<file path="src/rtl/axi4_full_arbiter.sv">
// Shares one AXI4 slave port between NUM_M masters. Write and read paths
// each run a round-robin arbiter and keep the grant for a full transaction.
module axi4_full_arbiter #(
    parameter int  ADDR_WIDTH = 32,
    parameter int  DATA_WIDTH = 32,
    parameter int  NUM_M      = 2,
    localparam int GW         = $clog2(NUM_M)
) (
    input  logic                          ACLK,
    input  logic                          ARESET,

    input  logic [NUM_M*ADDR_WIDTH-1:0]   m_awaddr,
    input  logic [NUM_M*8-1:0]            m_awlen,
    input  logic [NUM_M*3-1:0]            m_awsize,
    input  logic [NUM_M-1:0]              m_awvalid,
    output logic [NUM_M-1:0]              m_awready,
    input  logic [NUM_M*DATA_WIDTH-1:0]   m_wdata,
    input  logic [NUM_M-1:0]              m_wvalid,
    input  logic [NUM_M-1:0]              m_wlast,
    output logic [NUM_M-1:0]              m_wready,
    output logic [NUM_M*2-1:0]            m_bresp,
    output logic [NUM_M-1:0]              m_bvalid,
    input  logic [NUM_M-1:0]              m_bready,
    input  logic [NUM_M*ADDR_WIDTH-1:0]   m_araddr,
    input  logic [NUM_M*8-1:0]            m_arlen,
    input  logic [NUM_M*3-1:0]            m_arsize,
    input  logic [NUM_M-1:0]              m_arvalid,
    output logic [NUM_M-1:0]              m_arready,
    output logic [NUM_M*DATA_WIDTH-1:0]   m_rdata,
    output logic [NUM_M-1:0]              m_rvalid,
    output logic [NUM_M-1:0]              m_rlast,
    input  logic [NUM_M-1:0]              m_rready,

    output logic [ADDR_WIDTH-1:0]         s_awaddr,
    output logic [7:0]                    s_awlen,
    output logic [2:0]                    s_awsize,
    output logic                          s_awvalid,
    input  logic                          s_awready,
    output logic [DATA_WIDTH-1:0]         s_wdata,
    output logic                          s_wvalid,
    output logic                          s_wlast,
    input  logic                          s_wready,
    input  logic [1:0]                    s_bresp,
    input  logic                          s_bvalid,
    output logic                          s_bready,
    output logic [ADDR_WIDTH-1:0]         s_araddr,
    output logic [7:0]                    s_arlen,
    output logic [2:0]                    s_arsize,
    output logic                          s_arvalid,
    input  logic                          s_arready,
    input  logic [DATA_WIDTH-1:0]         s_rdata,
    input  logic                          s_rvalid,
    input  logic                          s_rlast,
    output logic                          s_rready,

    output logic [GW-1:0]                 wr_gnt,
    output logic [GW-1:0]                 rd_gnt,
    output logic                          wr_busy,
    output logic                          rd_busy
);

    typedef enum logic [1:0] {W_IDLE, W_ADDR, W_DATA, W_RESP} wr_state_t;
    typedef enum logic [1:0] {R_IDLE, R_ADDR, R_DATA} rd_state_t;

    wr_state_t     wr_state, wr_state_nxt;
    rd_state_t     rd_state, rd_state_nxt;
    logic [GW-1:0] wr_last, wr_last_nxt, wr_gnt_nxt;
    logic [GW-1:0] rd_last, rd_last_nxt, rd_gnt_nxt;

    // Nearest requester after 'last' wins; the loop runs far-to-near so the
    // closest one overwrites any earlier candidate.
    function automatic logic [GW-1:0] rr_pick(input logic [NUM_M-1:0] req,
                                              input logic [GW-1:0]    last);
        logic [GW-1:0] pick;
        int            idx;
        pick = last;
        for (int k = NUM_M; k >= 1; k--) begin
            idx = (int'(last) + k) % NUM_M;
            if (req[idx]) pick = GW'(idx);
        end
        return pick;
    endfunction

    always_ff @(posedge ACLK or posedge ARESET) begin
        if (ARESET) begin
            wr_state <= W_IDLE;
            wr_gnt   <= '0;
            wr_last  <= GW'(NUM_M - 1);
            rd_state <= R_IDLE;
            rd_gnt   <= '0;
            rd_last  <= GW'(NUM_M - 1);
        end else begin
            wr_state <= wr_state_nxt;
            wr_gnt   <= wr_gnt_nxt;
            wr_last  <= wr_last_nxt;
            rd_state <= rd_state_nxt;
            rd_gnt   <= rd_gnt_nxt;
            rd_last  <= rd_last_nxt;
        end
    end

    always_comb begin
        wr_state_nxt = wr_state;
        wr_gnt_nxt   = wr_gnt;
        wr_last_nxt  = wr_last;
        s_awaddr     = '0;
        s_awlen      = '0;
        s_awsize     = '0;
        s_awvalid    = 1'b0;
        s_wdata      = '0;
        s_wvalid     = 1'b0;
        s_wlast      = 1'b0;
        s_bready     = 1'b0;
        m_awready    = '0;
        m_wready     = '0;
        m_bvalid     = '0;
        m_bresp      = '0;
        case (wr_state)
            W_IDLE: begin
                if (|m_awvalid) begin
                    wr_gnt_nxt   = rr_pick(m_awvalid, wr_last);
                    wr_state_nxt = W_ADDR;
                end
            end
            W_ADDR: begin
                s_awaddr          = m_awaddr[int'(wr_gnt)*ADDR_WIDTH +: ADDR_WIDTH];
                s_awlen           = m_awlen[int'(wr_gnt)*8 +: 8];
                s_awsize          = m_awsize[int'(wr_gnt)*3 +: 3];
                s_awvalid         = m_awvalid[wr_gnt];
                m_awready[wr_gnt] = s_awready;
                if (m_awvalid[wr_gnt] && s_awready) wr_state_nxt = W_DATA;
            end
            W_DATA: begin
                s_wdata          = m_wdata[int'(wr_gnt)*DATA_WIDTH +: DATA_WIDTH];
                s_wvalid         = m_wvalid[wr_gnt];
                s_wlast          = m_wlast[wr_gnt];
                m_wready[wr_gnt] = s_wready;
                if (m_wvalid[wr_gnt] && s_wready && m_wlast[wr_gnt]) wr_state_nxt = W_RESP;
            end
            W_RESP: begin
                s_bready                       = m_bready[wr_gnt];
                m_bvalid[wr_gnt]               = s_bvalid;
                m_bresp[int'(wr_gnt)*2 +: 2]   = s_bresp;
                if (s_bvalid && m_bready[wr_gnt]) begin
                    wr_last_nxt  = wr_gnt;
                    wr_state_nxt = W_IDLE;
                end
            end
            default: wr_state_nxt = W_IDLE;
        endcase
    end

    always_comb begin
        rd_state_nxt = rd_state;
        rd_gnt_nxt   = rd_gnt;
        rd_last_nxt  = rd_last;
        s_araddr     = '0;
        s_arlen      = '0;
        s_arsize     = '0;
        s_arvalid    = 1'b0;
        s_rready     = 1'b0;
        m_arready    = '0;
        m_rdata      = '0;
        m_rvalid     = '0;
        m_rlast      = '0;
        case (rd_state)
            R_IDLE: begin
                if (|m_arvalid) begin
                    rd_gnt_nxt   = rr_pick(m_arvalid, rd_last);
                    rd_state_nxt = R_ADDR;
                end
            end
            R_ADDR: begin
                s_araddr          = m_araddr[int'(rd_gnt)*ADDR_WIDTH +: ADDR_WIDTH];
                s_arlen           = m_arlen[int'(rd_gnt)*8 +: 8];
                s_arsize          = m_arsize[int'(rd_gnt)*3 +: 3];
                s_arvalid         = m_arvalid[rd_gnt];
                m_arready[rd_gnt] = s_arready;
                if (m_arvalid[rd_gnt] && s_arready) rd_state_nxt = R_DATA;
            end
            R_DATA: begin
                s_rready                                      = m_rready[rd_gnt];
                m_rvalid[rd_gnt]                              = s_rvalid;
                m_rlast[rd_gnt]                               = s_rlast;
                m_rdata[int'(rd_gnt)*DATA_WIDTH +: DATA_WIDTH] = s_rdata;
                if (s_rvalid && m_rready[rd_gnt] && s_rlast) begin
                    rd_last_nxt  = rd_gnt;
                    rd_state_nxt = R_IDLE;
                end
            end
            default: rd_state_nxt = R_IDLE;
        endcase
    end

    assign wr_busy = (wr_state != W_IDLE);
    assign rd_busy = (rd_state != R_IDLE);

endmodule

</file>
<file path="config.mk">
export PLATFORM = sky130hd
export DESIGN_NAME = axi4_full_arbiter
export DESIGN_NICKNAME = d
export VERILOG_FILES = /design/src/rtl/axi4_full_arbiter.sv
export SDC_FILE = /design/constraint.sdc
export NUM_CORES = 1
export LEC_CHECK = 0
export CAP_MARGIN = 40
export CORE_AREA = 8 8 189 191
export DETAILED_ROUTE_END_ITERATION = 12
export DIE_AREA = 0 0 197 199
export PLACE_DENSITY_LB_ADDON = 0.3
export SYNTH_ARGS = -nofsm -noshare
export SYNTH_HDL_FRONTEND = slang
export SYNTH_SLANG_ARGS = --single-unit
</file>
<file path="constraint.sdc">
create_clock -name ACLK -period 1.9 [get_ports ACLK]
set_input_delay 0.19 -clock ACLK [delete_from_list [all_inputs] [get_ports ACLK]]
set_output_delay 0.19 -clock ACLK [all_outputs]
set_load 0.05 [all_outputs]
</file>
==> results of run 1 <==
-- synth_stat cells, types with 2 or more instances --
master	number	area, µm²
buf_2	12	60.1
mux2_1	3	33.8
inv_1	7	26.3
dfstp_2	2	52.6
nand2b_1	3	18.8
nor3_1	3	15.0
buf_1	3	11.3
and3_1	6	37.5
a32o_1	2	20.0
mux2i_1	120	1200
nor2_1	49	184
ha_1	4	50.1
dfrtp_1	6	150
nand3_1	2	10.0
mux2_2	2	22.5
nor2b_1	80	500
and2_1	73	457
clkbuf_1	18	67.6
nand2_1	6	22.5
-- metrics by stage --
step	power (W)	instances	TNS, ns
finish	0.0163	1351	0
global route	0.0170	1350	-0.0380
CTS	0.0163	1347	0
detailed placement	0.0157	1343	0
global placement	0.0157	1343	0
floorplan	0.00919	416	-0.548
-- where the power goes --
part           switching (W)  internal (W)  leakage (nW)
Combinational        0.00845       0.00705          4.47
Clock              0.0000896      0.000272        0.0370
Sequential          0.000118      0.000285        0.0896
Total                0.00866       0.00761          4.59
-- area by class of cell --
cell class,count,area (µm²),share of cell area (%)
Clock buffer,3,75.1,0.665
Antenna cell,1,2.50,0.0222
Inverter,7,26.3,0.233
Tap cell,448,561,4.97
Timing Repair Buffer,518,6910,61.3
Multi-Input combinational cell,366,3490,31.0
Sequential cell,8,208,1.84
-- path summary, 6_finish.rpt --
check,endpoint,slack [ns],cells after the start
max,s_wdata[31],0.04,4
min,rd_state[1],0.25,2
max reg2reg,wr_state[1],0.04,5
min reg2reg,rd_last,0.52,2
max in group asynchronous,wr_gnt,1.31,2
min in group ACLK,rd_last,0.52,2
-- sequential cells by signal, summed over array words and instances (netlist names) --
name / cells
wr_last: 1
rd_state: 2
wr_state: 2
rd_gnt: 1
rd_last: 1
wr_gnt: 1
-- repair_timing --
| item | CTS | global route |
|---|---|---|
| buffers inserted | 1 | 2 |
| pin swaps | 0 | 3 |
| cloned | 0 | 1 |
| resized for setup | 23 | 9 |
| setup endpoints to repair | 29 | 20 |
-- kinds of logic (layout without fill, tap and decap cells) --
family,count (synthesis),count (layout),synth area share (%)
buffers and inverters,42,528,5.99
and+or+nand+nor,224,224,41.1
muxes,126,126,41.5
AOI/OAI and AO/OA,12,12,3.26
adders and majority gates,4,4,1.63
other,0,1,0
DFF,8,8,6.60
-- layout by cell type (no fill, tap or decap), drive strengths merged, types with 2 or more instances in the layout --
cell type	instances
and3	6
nand2b	3
clkbuf	5
a32o	2
nor3	3
mux2i	120
dfstp	2
dfrtp	6
inv	7
and2	73
ha	4
nand3	2
nor2b	80
buf	227
mux2	6
clkdlybuf4s50	289
nand2	6
nor2	49
-- metal layers --
| metal | share of wire (%) | vias to the layer above | wire length, µm | GRT usage [%] |
|---|---|---|---|---|
| met4 | 0.77 | 0 | 187 | 1.73 |
| li1 | - | 2369 | - | - |
| met5 | 0 | - | 0 | 0 |
| met3 | 11 | 9 | 2720 | 5.62 |
| met2 | 53 | 247 | 13000 | 21.5 |
| met1 | 35 | 2189 | 8460 | 11.7 |
==> flow_summary_export.csv, run 1 <==
group,metric,value,unit
run_status,status,"complete, no violations",
yosys,synthCells,416,
cts,htree_levels,1,
sta,whs,0.254,ns
floorplan,die_x,197,µm
worst_setup_path,crit_path_max_incr_delay,0.47,ns
global_route,grt_pass1_vias,5256,
detailed_routing,postRouteAntennaNets,0,
placement,placed_cell_area,11000,µm²
sta,setup_viol,0,
worst_setup_path,critical_path_arrival,1.67,ns
detailed_routing,dr.first_iter.drc_count,80,
pwr,p_per_area,1440,nW/µm²
global_route,antenna_found_initial,1,
layout,drive_gt1_share,48.9,%
cts,tritoncts,"yes",
cts,cts_root_buf,"clkbuf_16",
layout,finalNetCount,1198,
layout,syn_to_final_growth,268,%
sta,tightest_slew,0.427,ns
pwr,p_leak,4.59,nW
detailed_routing,vias_per_cell,3.56,
worst_setup_path,cp-start-kind,"flop",
worst_setup_path,cp_data_required_time,1.71,ns
sta,hold_violations,0,
placement,io_buffer_count,497,
sta,setup_ws,0.0390,ns
global_route,grt_pass1_wl,34000,µm
detailed_routing,drcViolationCount,0,
worst_hold_path,hold_path_class,"in -> async",
cts,clk_latency,0.24,ns
flow_run,cap_violations,0,
worst_setup_path,critPathKind,"reg -> out",
yosys,synth_edf_count,0,
worst_setup_path,cpLargestDelayFamily,"flip-flops",
yosys,synthFlopType,"dfrtp_1",
placement,hpwlAfterDp,21800,µm
yosys,synthesis.area,3070,µm²
detailed_routing,drt_wl_total,24400,µm
sta,min_period,1.86,ns
yosys,ys_seq_area_share,6.60,%
floorplan,coreArea,32900,µm²
detailed_routing,dr_total_vias,4814,
floorplan,die_y,199,µm
floorplan,dieArea,39200,µm²
worst_setup_path,cp-end-kind,"output pin",
global_route,track_usage,11.5,%
floorplan,io_pins,498,
placement,gp_congestion,0.777,
global_route,grt_overflow,0,
floorplan,rows,67,
sta,finalMaxSlewViolations,0,
sta,fin_crit_sh,97.9,%
sta,finalClockSkew,0.000210,ns
yosys,synthArstFlopShare,100,%
floorplan,start_util,9.34,%
yosys,yosys_warnings,0,
sta,slew_headroom,71.5,%
cts,cts_buffers,3,
layout,utilization,34.3,%
yosys,synth_nets,710,
layout,fillers,3332,
global_route,grt_max_degree,40,
sta,rsz0062_at_grt,"true",
worst_setup_path,reg2reg_from,"wr_gnt",
detailed_routing,wl_per_cell,18.1,µm
worst_setup_path,crit_buf_inv,2,
layout,finish.instance_area,11300,µm²
detailed_routing,dr.pass1.iters,4,
worst_setup_path,cp_slowest_cell,"dfrtp_4",
placement,preCtsSetupSlack,0.0398,ns
cts,clock_path_buffers,2,
yosys,ys_types,34,
yosys,synth-seq-cells,8,
yosys,syn_avg_cell_area,7.38,µm²
cts,clk_pin_slew,0.04,ns
worst_setup_path,cp_max_fo,14,
pwr,worst_ir_drop_vdd,589,µV
cts,clkSinkCount,8,
worst_setup_path,critPathLaunch,"wr_gnt",
cts,cts_hold_buf,0,
sta,max_freq,537,MHz
worst_setup_path,crit_path_cell_trace,"buf_4 -> mux2i_1 -> nor2b_1 -> buf_12",
(Power assumes the default switching activity.)
==> run 2, diff against run 1 <==
CAP_MARGIN = not set   (was 40)
==> results of run 2 <==
The final DEF is identical to that of run 1; final timing and power are the same.
